## src/rtl/video_stream_arbiter_if.sv

```systemverilog
// video_stream_arbiter_if: two Avalon-ST pixel sources plus the DMA sink port.
// The master modport is the arbiter; the slave modport is the surrounding system.
interface video_stream_arbiter_if #(parameter int DATA_W = 24);
    logic [DATA_W-1:0] a_data, b_data, out_data;
    logic              a_sop, a_eop, a_valid, a_ready;
    logic              b_sop, b_eop, b_valid, b_ready;
    logic              out_sop, out_eop, out_valid, out_ready;
    modport master (
        input  a_data, a_sop, a_eop, a_valid, b_data, b_sop, b_eop, b_valid, out_ready,
        output a_ready, b_ready, out_data, out_sop, out_eop, out_valid
    );
    modport slave (
        output a_data, a_sop, a_eop, a_valid, b_data, b_sop, b_eop, b_valid, out_ready,
        input  a_ready, b_ready, out_data, out_sop, out_eop, out_valid
    );
endinterface

```

## src/rtl/video_stream_arbiter.sv

```systemverilog
// video_stream_arbiter: packet-atomic 2:1 Avalon-ST arbiter with a registered
// output stage, per-source frame counters and a sticky mid-packet stall flag.
module video_stream_arbiter #(
    parameter int DATA_W      = 24,
    parameter int STALL_LIMIT = 1024,
    parameter int CNT_W       = 8
) (
    input  logic                   clk,
    input  logic                   reset_n,
    video_stream_arbiter_if.master bus,
    input  logic [1:0]             mode,
    input  logic                   err_clr,
    output logic [1:0]             grant,
    output logic [CNT_W-1:0]       frames_a,
    output logic [CNT_W-1:0]       frames_b,
    output logic                   stall_err
);
    localparam int SW = $clog2(STALL_LIMIT + 1);

    typedef enum logic [1:0] {IDLE, GRANT_A, GRANT_B} state_t;

    state_t              r_state, w_next;
    logic                r_last_b;
    logic [DATA_W-1:0]   r_out_data;
    logic                r_out_sop, r_out_eop, r_out_valid;
    logic [CNT_W-1:0]    r_frames_a, r_frames_b;
    logic [SW-1:0]       r_stall_cnt;
    logic                r_stall_err;
    logic                w_adv, w_ca, w_cb, w_pick_a, w_pick_b;
    logic                w_acc_a, w_acc_b, w_beat, w_gvalid, w_stall_inc, w_stall_set;

    assign w_adv    = ~r_out_valid | bus.out_ready;
    assign w_ca     = bus.a_valid & bus.a_sop;
    assign w_cb     = bus.b_valid & bus.b_sop;
    // r_last_b resets high so A wins the first round-robin tie
    assign w_pick_a = (mode == 2'b00) ? w_ca & (~w_cb | r_last_b) : (mode == 2'b01) & w_ca;
    assign w_pick_b = (mode == 2'b00) ? w_cb & (~w_ca | ~r_last_b) : (mode == 2'b10) & w_cb;
    assign w_acc_a  = (r_state == GRANT_A) & bus.a_valid & bus.a_ready;
    assign w_acc_b  = (r_state == GRANT_B) & bus.b_valid & bus.b_ready;
    assign w_beat   = w_acc_a | w_acc_b;
    assign w_gvalid = (r_state == GRANT_A) ? bus.a_valid : bus.b_valid;
    // Counter saturates at the limit so err_clr is not immediately overridden
    assign w_stall_inc = (r_state != IDLE) & ~w_gvalid & (r_stall_cnt != SW'(STALL_LIMIT));
    assign w_stall_set = w_stall_inc & (r_stall_cnt == SW'(STALL_LIMIT - 1));

    always_ff @(posedge clk or negedge reset_n) begin
        if (!reset_n) r_state <= IDLE;
        else          r_state <= w_next;
    end

    always_comb begin
        w_next = r_state;
        case (r_state)
            IDLE:    w_next = w_pick_a ? GRANT_A : w_pick_b ? GRANT_B : IDLE;
            GRANT_A: w_next = (w_acc_a & bus.a_eop) ? IDLE : GRANT_A;
            GRANT_B: w_next = (w_acc_b & bus.b_eop) ? IDLE : GRANT_B;
            default: w_next = IDLE;
        endcase
    end

    // In IDLE, orphan non-sop beats are drained; sop beats wait for the grant
    always_comb begin
        bus.a_ready = (r_state == GRANT_A) ? w_adv : (r_state == IDLE) & bus.a_valid & ~bus.a_sop;
        bus.b_ready = (r_state == GRANT_B) ? w_adv : (r_state == IDLE) & bus.b_valid & ~bus.b_sop;
        grant       = {r_state == GRANT_B, r_state == GRANT_A};
    end

    always_ff @(posedge clk or negedge reset_n) begin
        if (!reset_n) begin
            r_last_b    <= 1'b1;
            r_out_data  <= '0;
            r_out_sop   <= 1'b0;
            r_out_eop   <= 1'b0;
            r_out_valid <= 1'b0;
            r_frames_a  <= '0;
            r_frames_b  <= '0;
            r_stall_cnt <= '0;
            r_stall_err <= 1'b0;
        end else begin
            if (r_state == IDLE && (w_pick_a || w_pick_b)) r_last_b <= w_pick_b;
            if (w_adv) begin
                r_out_valid <= w_beat;
                if (w_beat) begin
                    r_out_data <= w_acc_a ? bus.a_data : bus.b_data;
                    r_out_sop  <= w_acc_a ? bus.a_sop : bus.b_sop;
                    r_out_eop  <= w_acc_a ? bus.a_eop : bus.b_eop;
                end
            end
            if (w_acc_a && bus.a_eop) r_frames_a <= r_frames_a + 1'b1;
            if (w_acc_b && bus.b_eop) r_frames_b <= r_frames_b + 1'b1;
            r_stall_cnt <= (r_state == IDLE || w_beat) ? '0 : w_stall_inc ? r_stall_cnt + 1'b1 : r_stall_cnt;
            r_stall_err <= w_stall_set ? 1'b1 : err_clr ? 1'b0 : r_stall_err;
        end
    end

    assign bus.out_data  = r_out_data;
    assign bus.out_sop   = r_out_sop;
    assign bus.out_eop   = r_out_eop;
    assign bus.out_valid = r_out_valid;
    assign frames_a      = r_frames_a;
    assign frames_b      = r_frames_b;
    assign stall_err     = r_stall_err;
endmodule
```

## src/flat_wrapper.sv

```systemverilog
// flat-port wrapper written by rule: the top's interface ports become plain ports
module video_stream_arbiter_flat 
#(
    parameter int DATA_W      = 24,
    parameter int STALL_LIMIT = 1024,
    parameter int CNT_W       = 8
)
  (clk, reset_n, mode, err_clr, grant, frames_a, frames_b, stall_err, bus_a_data, bus_a_sop, bus_a_eop, bus_a_valid, bus_b_data, bus_b_sop, bus_b_eop, bus_b_valid, bus_out_ready, bus_a_ready, bus_b_ready, bus_out_data, bus_out_sop, bus_out_eop, bus_out_valid);
  video_stream_arbiter_if #(.DATA_W(DATA_W)) bus_i ();
  input  logic clk;
  input  logic reset_n;
  input  logic [1:0] mode;
  input  logic err_clr;
  output logic [1:0] grant;
  output logic [CNT_W-1:0] frames_a;
  output logic [CNT_W-1:0] frames_b;
  output logic stall_err;
  input wire logic [$bits(bus_i.a_data)-1:0] bus_a_data;
  input wire logic [$bits(bus_i.a_sop)-1:0] bus_a_sop;
  input wire logic [$bits(bus_i.a_eop)-1:0] bus_a_eop;
  input wire logic [$bits(bus_i.a_valid)-1:0] bus_a_valid;
  input wire logic [$bits(bus_i.b_data)-1:0] bus_b_data;
  input wire logic [$bits(bus_i.b_sop)-1:0] bus_b_sop;
  input wire logic [$bits(bus_i.b_eop)-1:0] bus_b_eop;
  input wire logic [$bits(bus_i.b_valid)-1:0] bus_b_valid;
  input wire logic [$bits(bus_i.out_ready)-1:0] bus_out_ready;
  output wire logic [$bits(bus_i.a_ready)-1:0] bus_a_ready;
  output wire logic [$bits(bus_i.b_ready)-1:0] bus_b_ready;
  output wire logic [$bits(bus_i.out_data)-1:0] bus_out_data;
  output wire logic [$bits(bus_i.out_sop)-1:0] bus_out_sop;
  output wire logic [$bits(bus_i.out_eop)-1:0] bus_out_eop;
  output wire logic [$bits(bus_i.out_valid)-1:0] bus_out_valid;
  assign bus_i.a_data = bus_a_data;
  assign bus_i.a_sop = bus_a_sop;
  assign bus_i.a_eop = bus_a_eop;
  assign bus_i.a_valid = bus_a_valid;
  assign bus_i.b_data = bus_b_data;
  assign bus_i.b_sop = bus_b_sop;
  assign bus_i.b_eop = bus_b_eop;
  assign bus_i.b_valid = bus_b_valid;
  assign bus_i.out_ready = bus_out_ready;
  assign bus_a_ready = bus_i.a_ready;
  assign bus_b_ready = bus_i.b_ready;
  assign bus_out_data = bus_i.out_data;
  assign bus_out_sop = bus_i.out_sop;
  assign bus_out_eop = bus_i.out_eop;
  assign bus_out_valid = bus_i.out_valid;
  video_stream_arbiter #(.DATA_W(DATA_W), .STALL_LIMIT(STALL_LIMIT), .CNT_W(CNT_W)) u_core (.clk(clk), .reset_n(reset_n), .bus(bus_i), .mode(mode), .err_clr(err_clr), .grant(grant), .frames_a(frames_a), .frames_b(frames_b), .stall_err(stall_err));
endmodule
```

## config.mk

```make
export PLATFORM = sky130hd
export DESIGN_NAME = video_stream_arbiter_flat
export DESIGN_NICKNAME = d
export VERILOG_FILES = /design/src/rtl/video_stream_arbiter_if.sv /design/src/rtl/video_stream_arbiter.sv /design/src/flat_wrapper.sv
export SDC_FILE = /design/constraint.sdc
export NUM_CORES = 1
export LEC_CHECK = 0
export BUFFER_PORTS_ARGS = -buffer_cell sky130_fd_sc_hd__buf_2
export CORE_UTILIZATION = 35
export DETAILED_ROUTE_END_ITERATION = 6
export GPL_TIMING_DRIVEN = 0
export MAX_ROUTING_LAYER = met4
export PLACE_DENSITY = 0.66
export SLEW_MARGIN = 20
export SYNTH_ARGS = -nofsm -noshare
export SYNTH_HDL_FRONTEND = slang
export SYNTH_SLANG_ARGS = --single-unit
export TNS_END_PERCENT = 30
```

## constraint.sdc

```tcl
create_clock -name clk -period 2 [get_ports clk]
set_input_delay 0.5 -clock clk [delete_from_list [all_inputs] [get_ports clk]]
set_output_delay 0.5 -clock clk [all_outputs]
set_load 0.02 [all_outputs]
```

# Word-level counts from Yosys, hierarchy flattened

Cells that the tools add are included.
Widths: inputs -> output; s select.

Bitwise gates (word level): 30
Reduce and logical (&&, ||, !) cells: 11
$add $sub $neg: 3
Muxes and demuxes: 17
Equal/unequal tests: 6

Operators by type and width:

| operator              | number |
|---|---|
| $mux 24               | 1 |
| $mux 11               | 2 |
| $and 1x1->1           | 19 |
| $add 8x1->8 const B   | 2 |
| $add 11x1->11 const B | 1 |
| $eq 11x10->1 const B  | 1 |
| $ne 11x11->1 const B  | 1 |
| $mux 1                | 10 |
| $not 1->1             | 7 |
| $mux 2                | 3 |
| $pmux 2 s3            | 1 |
| $reduce_bool 2->1     | 3 |
| $eq 2x1->1 const B    | 2 |
| $eq 2x2->1 const B    | 2 |
| $logic_not 2->1       | 2 |
| $or 1x1->1            | 4 |
| $logic_and 1x1->1     | 3 |
| $logic_or 1x1->1      | 2 |
| $reduce_and 2->1      | 1 |

Word-level logic and storage cells: 77
Register bits: 58

# Longest topological paths before layout

Word-level depth: 8
Mapped depth: 6
Mapped depth without buffers: 6

# Worst setup path after synthesis

Ideal clock, no wire load.

Path kind: register -> register
Start: reg u_core.r_stall_cnt[0]
End: reg u_core.r_stall_cnt[8]
Period minus slack after synthesis: 1.809 ns
Slack: 0.191 ns
Cell stages (with the launch flop): 7
Arrival time: 1.662 ns
Library setup time: 0.148 ns
Buffers on the path: 0
Path through: dfrtp_1 > inv_1 > ha_1 > or4bb_1 > o32a_2 > or3b_1 > a21oi_1

Longest elaborated chain between the ends: 3
Elaborated cells between the ends (all ways): 6
Those cells by class: 1 x add/sub; 1 x eq/ne; 2 x mux; 1 x bitwise; 1 x reduce/logical

Ends and longest elaborated chain:

| what                                                 | line                                                   | RTL |
|---|---|---|
| start, declared                                      | video_stream_arbiter.sv:27                             | `logic [SW-1:0] r_stall_cnt;` |
| start signal, assigned                               | video_stream_arbiter.sv:91                             | `r_stall_cnt <= (r_state == IDLE \|\| w_beat) ? '0 : w_stall_inc ? r_stall_cnt + 1'b1 : r_stall_cnt;` |
| $add 11x1->11 / $ne 11x11->1 (equally long branches) | video_stream_arbiter.sv:91, video_stream_arbiter.sv:43 |  |
| $mux 11 / $and 1x1->1 (equally long branches)        | video_stream_arbiter.sv:91, video_stream_arbiter.sv:43 |  |
| $mux 11 / $reduce_bool 2->1 (equally long branches)  | --                                                     |  |

Parallel ways exist; a longest one is shown, timed or not. The select of a mux whose other input is x is not followed.
A chain may end at the register's enable or synchronous reset.

# Worst setup path in the final report

Start: reg u_core.r_stall_cnt[1]
End: reg u_core.r_stall_cnt[8]

The elaborated chain is that of the path after synthesis.

==> impl_metrics.yaml <==
route:
  wl_met3_um: 315
  ant_nets: 0
  drc: 0
  drtPass1Iterations: 4
  vias: 2474
  wl_met2_um: 3330
  drt_iter0_drc: 135
  wl_per_cell_um: 13.8
  wl_met1_um: 3230
  via_per_inst: 4.90
  top_layer_used: "met4"
  routed_wl_um: 6960
placement:
  portBuffers: 107
  placed_cell_area_um2: 3510
  gp_congestion: 0.741
  hpwl_um: 5040
sta:
  max_freq_ghz: 0.525
  slew-limit-headroom_pct: 51.2
  fin_crit_ps: 1900
  setup_violations: 0
  hold_viol: 0
  fin_worst_skew_ps: 6.52
  max_slew.worst_pin.slew_ps: 732
  finalSetupTns_ps: 0
  drv_slew: 0
  period_share_pct: 95.2
global_route:
  grt_max_degree: 59
  antenna_found_initial: 0
  grt_pass1_vias: 2429
  grt_pass1_wl_um: 11700
  grtUsageTotal_pct: 18.2
  overflow: 0
logic_synthesis:
  ys.flop_type: "dfrtp_1"
  syn-instance-count: 278
  syn_area_per_cell_um2: 10.2
  synth-edff-count: 0
  seq_area_frac_synth_pct: 51.1
  syn_nets: 342
  ys_warn_count: 0
  yosys-top-cells-area: "dfrtp_1 50%, mux2i_1 9.2%, nor2_1 5.7%"
  ys_types: 43
  ys_ff_latch: 58
  async_reset_ff_share_pct: 100
  yosys.area.top_type_share_pct: 50.2
  yosys.area.top_type: "dfrtp_1"
  syn-cell-area_um2: 2840
setup_path:
  arrival_ps: 2090
  path_buf_inv: 1
  cp.required_ps: 2190
  crit_path_start_kind: "register"
  max_stage_delay_ps: 490
  path_cells: "inv_1 > ha_1 > or4bb_1 > o32a_4 > or3b_1 > a21oi_1"
  slowest_stage: "or4bb_1"
  worstSetupEndpointType: "register"
  worstSetupPathType: "register to register"
  crit_family: "simple AND/OR/NAND/NOR gates"
  path_max_fanout: 5
flow_run:
  cap_viol_max_count: 0
power_and_ir_drop:
  power_density_nw_per_um2: 1280
  switching_power_mw: 2.00
  p_int_mw: 2.79
  p_clk_share_pct: 19.0
  comb_power_share_pct: 43.1
  p_leak_nw: 1.94
  switching_share_pct: 41.8
  pwr-share-seq_pct: 37.9
  total_power_mw: 4.79
  peakVddDrop_v: 0.000673
clock_network:
  cts_tree: "yes"
  cts.sinks: 58
  htree_levels: 3
  clk_latency_ps: 330
  clk_pin_slew_worst_paths_ps: 70
  numCtsBuffers: 9
  postCtsHoldBufs: 0
  clockBufferDepth: 2
  cts-root-buf: "clkbuf_8"
floorplanning:
  initial_core_util_pct: 36.4
  die_area_um2: 8480
  io_pins: 108
  die_w_um: 92.1
  design.core.area_um2: 7810
  num_rows: 32
  fp.dieH_um: 92.1
run_status:
  status: "finished clean"
layout:
  final_area_um2: 3750
  drive_gt1_share_pct: 35.7
  fillers: 744
  finalNetCount: 464
  n_antenna_cell: 0
  area_growth_pct: 31.8
min_path:
  hp-class: "input port to async pin"
[per-stage QoR]
stage	hold slack [ps]	utilization, %	cells	setup WS (ps)
floorplan	204	-	278	191
global placement	455	44.9	487	-51.2
detailed placement	458	44.9	487	-43.9
CTS	253	47.3	502	0.723
global route	302	48.0	505	-8.74
finish	223	48.0	505	95.9
[state kept, by name, summed over array words and instances, names as in the netlist]
register	count
u_core.r_stall_cnt	11
u_core.bus.out_eop	1
u_core.frames_a	8
u_core.frames_b	8
u_core.bus.out_data	24
u_core.bus.out_valid	1
u_core.stall_err	1
u_core.r_state	2
u_core.bus.out_sop	1
u_core.r_last_b	1
[power groups by stage]
stage | clock (mW) | sequential (mW) | combinational, mW
finish | 0.909 | 1.81 | 2.07
global route | 0.981 | 1.86 | 2.26
CTS | 0.933 | 1.82 | 2.00
detailed placement | 0 | 1.83 | 1.97
global placement | 0 | 1.82 | 1.94
floorplan | 0 | 2.20 | 0.882
[cell usage in the layout (no fill, tap or decap), types with 2 or more instances in the layout]
cell,instances
ha_1,4
a31oi_1,2
o211ai_1,2
o31ai_1,2
nor2b_1,5
or4_1,3
inv_1,5
nand3b_1,3
clkbuf_8,10
nand2b_1,2
nor2_1,43
buf_6,2
clkbuf_1,4
clkinv_2,4
and4_1,3
o2111ai_1,4
buf_4,8
xnor2_1,8
dfrtp_1,55
mux2i_1,26
o21ai_0,3
buf_2,107
nand4_1,6
nand2_1,17
xor2_1,12
dfrtp_2,2
nand3_1,5
nor3_1,3
a21oi_1,31
[synthesized netlist by cell type, types with 4 or more instances]
master     instances
dfrtp_1           57
nor2_1            43
a21oi_1           32
mux2i_1           26
nand2_1           17
xor2_1            12
xnor2_1            9
clkbuf_1           7
nand4_1            6
inv_1              5
nand3_1            5
nor2b_1            5
ha_1               4
o2111ai_1          4
[kinds of logic after synthesis]
| group | count (synthesis) | synth area share [%] |
|---|---|---|
| DFF | 58 | 51.1 |
| muxes | 27 | 9.56 |
| adders and majority gates | 4 | 1.76 |
| and+or+nand+nor | 102 | 18.4 |
| xor gates and xnor gates | 21 | 6.47 |
| AOI/OAI and AO/OA | 50 | 10.3 |
| buffers and inverters | 16 | 2.38 |
[layer usage]
layer / global-route usage [%] / up-vias
li1: - / 1229
met2: 28.9 / 84
met3: 3.48 / 8
met5: - / -
met4: 7.55 / 0
met1: 22.8 / 1153
[final timing paths]
check / from / to / slack [ps] / cells past startpoint
worst max-delay path: u_core.r_stall_cnt[1] / u_core.r_stall_cnt[8] / 100 / 6
worst min-delay path: reset_n / u_core.frames_b[6] / 220 / 1
worst max register to register: u_core.r_stall_cnt[1] / u_core.r_stall_cnt[8] / 100 / 6
worst min register to register: u_core.frames_b[7] / u_core.frames_b[7] / 460 / 1
max in group asynchronous: reset_n / u_core.r_state[0] / 1260 / 1
min in group clk: err_clr / u_core.stall_err / 340 / 2
[timing repair]
item,in CTS,in global routing
setup buffers,1,3
resized for setup,8,10
endpoints found under the setup margin,4,26
pin swaps,1,1
[worst register-to-register path: cells and delay by family (launching register included)]
family / cells / cell delay (ps)
compound gates: 2 / 470
fa+ha+maj: 1 / 130
buf+inv: 1 / 90
flops: 1 / 410
simple gates: 2 / 660
[final cells by class]
cell class	count	area (um^2)	area share, %
clock inverter	4	20.0	0.534
tap	102	128	3.41
multi-input combinational	204	1350	36.0
clock buffer	10	138	3.67
buffer	11	65.1	1.74
sequential	58	1460	38.8
timing repair buffer	111	573	15.3
inverter	5	18.8	0.501
Power figures use the tool's default switching activity.
